## src/rtl/countdown_timer.sv

```systemverilog
// Loadable down-counter with one-shot (Done held until Ack) and auto-reload modes.
// Expired pulses for one cycle after each terminal decrement.
module countdown_timer #(
    parameter int unsigned WIDTH = 4
) (
    input  logic             Clk,
    input  logic             Rst,
    input  logic             Load,
    input  logic [WIDTH-1:0] LoadVal,
    input  logic             En,
    input  logic             AutoReload,
    input  logic             Ack,
    output logic [WIDTH-1:0] Count,
    output logic             Busy,
    output logic             Done,
    output logic             Expired,
    output logic             Zero
);

    typedef enum logic [1:0] {StIdle, StRun, StDone} state_e;

    localparam logic [WIDTH-1:0] One = WIDTH'(1);

    state_e           state_q, state_d;
    logic [WIDTH-1:0] count_q, count_d;
    logic [WIDTH-1:0] reload_q, reload_d;
    logic             expired_q, expired_d;

    always_comb begin
        state_d   = state_q;
        count_d   = count_q;
        reload_d  = reload_q;
        expired_d = 1'b0;
        if (Load) begin
            count_d  = LoadVal;
            reload_d = LoadVal;
            state_d  = (LoadVal != '0) ? StRun : StIdle;
        end else begin
            unique case (state_q)
                StRun: begin
                    if (En) begin
                        // RUN always holds Count >= 1, so the decrement never borrows.
                        if (count_q == One) begin
                            expired_d = 1'b1;
                            if (AutoReload) begin
                                count_d = reload_q;
                            end else begin
                                count_d = '0;
                                state_d = StDone;
                            end
                        end else begin
                            count_d = count_q - One;
                        end
                    end
                end
                StDone: begin
                    if (Ack) begin
                        state_d = StIdle;
                    end
                end
                default: begin
                    state_d = state_q;
                end
            endcase
        end
    end

    always_ff @(posedge Clk) begin
        if (Rst) begin
            state_q   <= StIdle;
            count_q   <= '0;
            reload_q  <= '0;
            expired_q <= 1'b0;
        end else begin
            state_q   <= state_d;
            count_q   <= count_d;
            reload_q  <= reload_d;
            expired_q <= expired_d;
        end
    end

    assign Count   = count_q;
    assign Busy    = (state_q == StRun);
    assign Done    = (state_q == StDone);
    assign Expired = expired_q;
    assign Zero    = (count_q == '0);

endmodule

```

## config.mk

```make
export PLATFORM = sky130hd
export DESIGN_NAME = countdown_timer
export DESIGN_NICKNAME = d
export VERILOG_FILES = /design/src/rtl/countdown_timer.sv
export SDC_FILE = /design/constraint.sdc
export NUM_CORES = 1
export LEC_CHECK = 0
export CAP_MARGIN = 20
export CORE_MARGIN = 8
export CORE_UTILIZATION = 25
export CTS_CLUSTER_SIZE = 10
export DETAILED_ROUTE_END_ITERATION = 7
export GPL_ROUTABILITY_DRIVEN = 0
export GPL_TIMING_DRIVEN = 1
export PLACE_DENSITY = 0.46
export SLEW_MARGIN = 20
export SYNTH_ARGS = -nofsm -noshare
export SYNTH_HDL_FRONTEND = slang
export SYNTH_SLANG_ARGS = --single-unit
```

## constraint.sdc

```tcl
create_clock -name Clk -period 3.44 [get_ports Clk]
set_input_delay 0.688 -clock Clk [delete_from_list [all_inputs] [get_ports Clk]]
set_output_delay 0.688 -clock Clk [all_outputs]
set_load 0.03 [all_outputs]
```

==> flow_summary.yaml <==
yosys:
  netlist_area_um2: 609
  synth.area.top_cells: "dfxtp_1 36%, a21oi_1 8.2%, ha_1 6.2%"
  ys_top_cells_by_count: "11 x dfxtp_1, 10 x a21oi_1, 7 x inv_1"
  yosysMostFrequentCell: "dfxtp_1"
  yosysUniqueCellTypes: 29
  synth-main-ff-cell: "dfxtp_1"
  synth_cells: 73
  ys_seq_area_share_pct: 36.1
  synth.top_cell.area_share_pct: 36.1
  netlist.top_cell.by_area: "dfxtp_1"
  syn_avg_cell_area_um2: 8.35
  synth_edf_count: 0
  yosys_warnings: 0
  async_flop_share_pct: 0
  synth_nets: 86
  ys_seq_elements: 11
timing:
  fin_crit_sh_pct: 70.5
  skew_ns: 0.00574
  setup_violations: 0
  tightest_slew_ns: 0.597
  rsz0062_at_grt: "false"
  period_needed_ns: 2.43
  max-slew-margin-rel_pct: 60.1
  finalHoldViolations: 0
  finalSetupTns_ns: 0
  slew_violations: 0
  whs_ns: 0.480
  fin_ws_ns: 1.01
  fmax_mhz: 412
worst_setup_path:
  worstPathMaxFanout: 6
  cp-start-kind: "flop"
  critPathRequiredTime_ns: 2.75
  path_class: "flop to output pin"
  path_buf_inv: 2
  cpPeakStageDelay_ns: 0.70
  path_cells: "inv_1, ha_1, nor3b_1, clkdlybuf4s50_1"
  endpoint_kind: "output pin"
  cpMaxStageDelayCell: "clkdlybuf4s50_1"
  cp.arrival_ns: 1.74
  critPathTopFamily: "buffers and inverters"
global_routing:
  grtUsageTotal_pct: 6.92
  grt_max_degree: 18
  grt_pass1_wl_um: 2390
  antenna_found_initial: 0
  grt_overflow: 0
  grt_pass1_vias: 551
route:
  wirelength_um: 1470
  drc: 0
  drtIter0Drc: 9
  vias: 564
  first_pass_iters: 4
  post_drt_wl_per_cell_um: 12.2
  viasPerCell: 4.70
  ant_nets: 0
min_path:
  min_path_type: "flop to flop"
cts:
  cts_tree: "yes"
  cts_buffer_depth: 2
  ctsHoldBuffers: 0
  cts_setup_buffers: 0
  clk_latency_ns: 0.27
  cts.sinks: 11
  cts_max_level: 1
  cts.clk_slew.worst_paths_ns: 0.06
  cts_made_buffers: 3
  post_cts.resized_instances: 0
  cts-root-buf: "clkbuf_4"
floorplanning:
  ioPinCount: 18
  core_um2: 2390
  fp-row-count: 18
  die_area_um2: 4270
  die_y_um: 65.4
  initial_core_util_pct: 25.5
  die_x_um: 65.4
final_layout:
  multi_input_area_um2: 345
  synthToLayoutAreaGrowth_pct: 35.5
  nets: 104
  fillers: 271
  layout-drive-gt1-share_pct: 4.44
  final_area_um2: 826
  finalNonFillerCells: 120
  post-route-util_pct: 34.6
  num_antenna_cells: 0
  regArea_um2: 220
place:
  portBuffers: 17
  placed_cells: 116
  dp_slack_ns: 1.30
  dp_hpwl_um: 1170
  place_area_um2: 800
pwr:
  p_per_area_nw_per_um2: 369
  peakVddDrop_v: 0.000178
  power_leakage_nw: 0.309
  finalPower_mw: 0.304
outcome:
  status: "complete, no violations"
job:
  drv_cap: 0
==> worst reg2reg max path: cells and delay by family, from the launching register on <==
kind / cells / cell delay, ns
flip-flops: 1 / 0.34
buffers and inverters: 1 / 0.10
adder cells (fa/ha/maj): 1 / 0.23
AND/OR/NAND/NOR: 2 / 0.47
AO/OA/AOI/OAI: 2 / 0.49
==> power by group <==
group          internal, mW  total (mW)  switching, mW
sequential            0.134       0.143        0.00873
clock                0.0449      0.0880         0.0431
combinational        0.0355      0.0733         0.0378
==> registers in the layout, summed over array words and instances, names as in the netlist <==
signal / count
Expired: 1
Count: 4
reload_q: 4
state_q: 2
==> final cells by class <==
type / count / area share [%]
repair buffers: 17 / 20.6
multi-input cells: 51 / 41.8
flip-flops and latches: 11 / 26.7
inverters: 7 / 3.18
clock buffers: 4 / 3.18
well taps: 30 / 4.55
==> worst paths after layout <==
check | to | depth (start not counted) | from | slack, ns
max | Zero | 4 | Count[0] | 1.01
min | reload_q[0] | 2 | reload_q[0] | 0.48
max reg2reg | Count[1] | 6 | Count[1] | 1.75
min reg2reg | reload_q[0] | 2 | reload_q[0] | 0.48
==> logic make-up after synthesis <==
family | after synthesis | synth area share (%)
adders and majority gates | 3 | 6.16
buffers and inverters | 11 | 7.19
muxes | 2 | 3.29
and+or+nand+nor | 27 | 26.9
AOI/OAI and AO/OA | 19 | 20.3
DFF | 11 | 36.1
==> layer usage <==
metal,part of all wire (%),up-vias,routed length (um),track usage [%]
met4,0,0,0,2.45
met5,0,-,0,0
met2,43,16,634,10.2
met1,48,254,708,8.60
li1,-,294,-,-
met3,8.5,0,125,3.23
==> layout by cell type (no fill, tap or decap), types with 2 or more instances in the layout <==
cell type and count:
or2_1 2, nand4b_1 2, nor2_1 4, a311o_1 2
clkbuf_4 3, clkdlybuf4s50_1 17, nor3_1 2, nand3_1 2
nor2b_1 2, a21oi_1 10, inv_1 7, nand2b_1 2
mux2i_1 2, dfxtp_1 11, ha_1 3, nand2_1 5
Power figures use the tool's default switching activity.
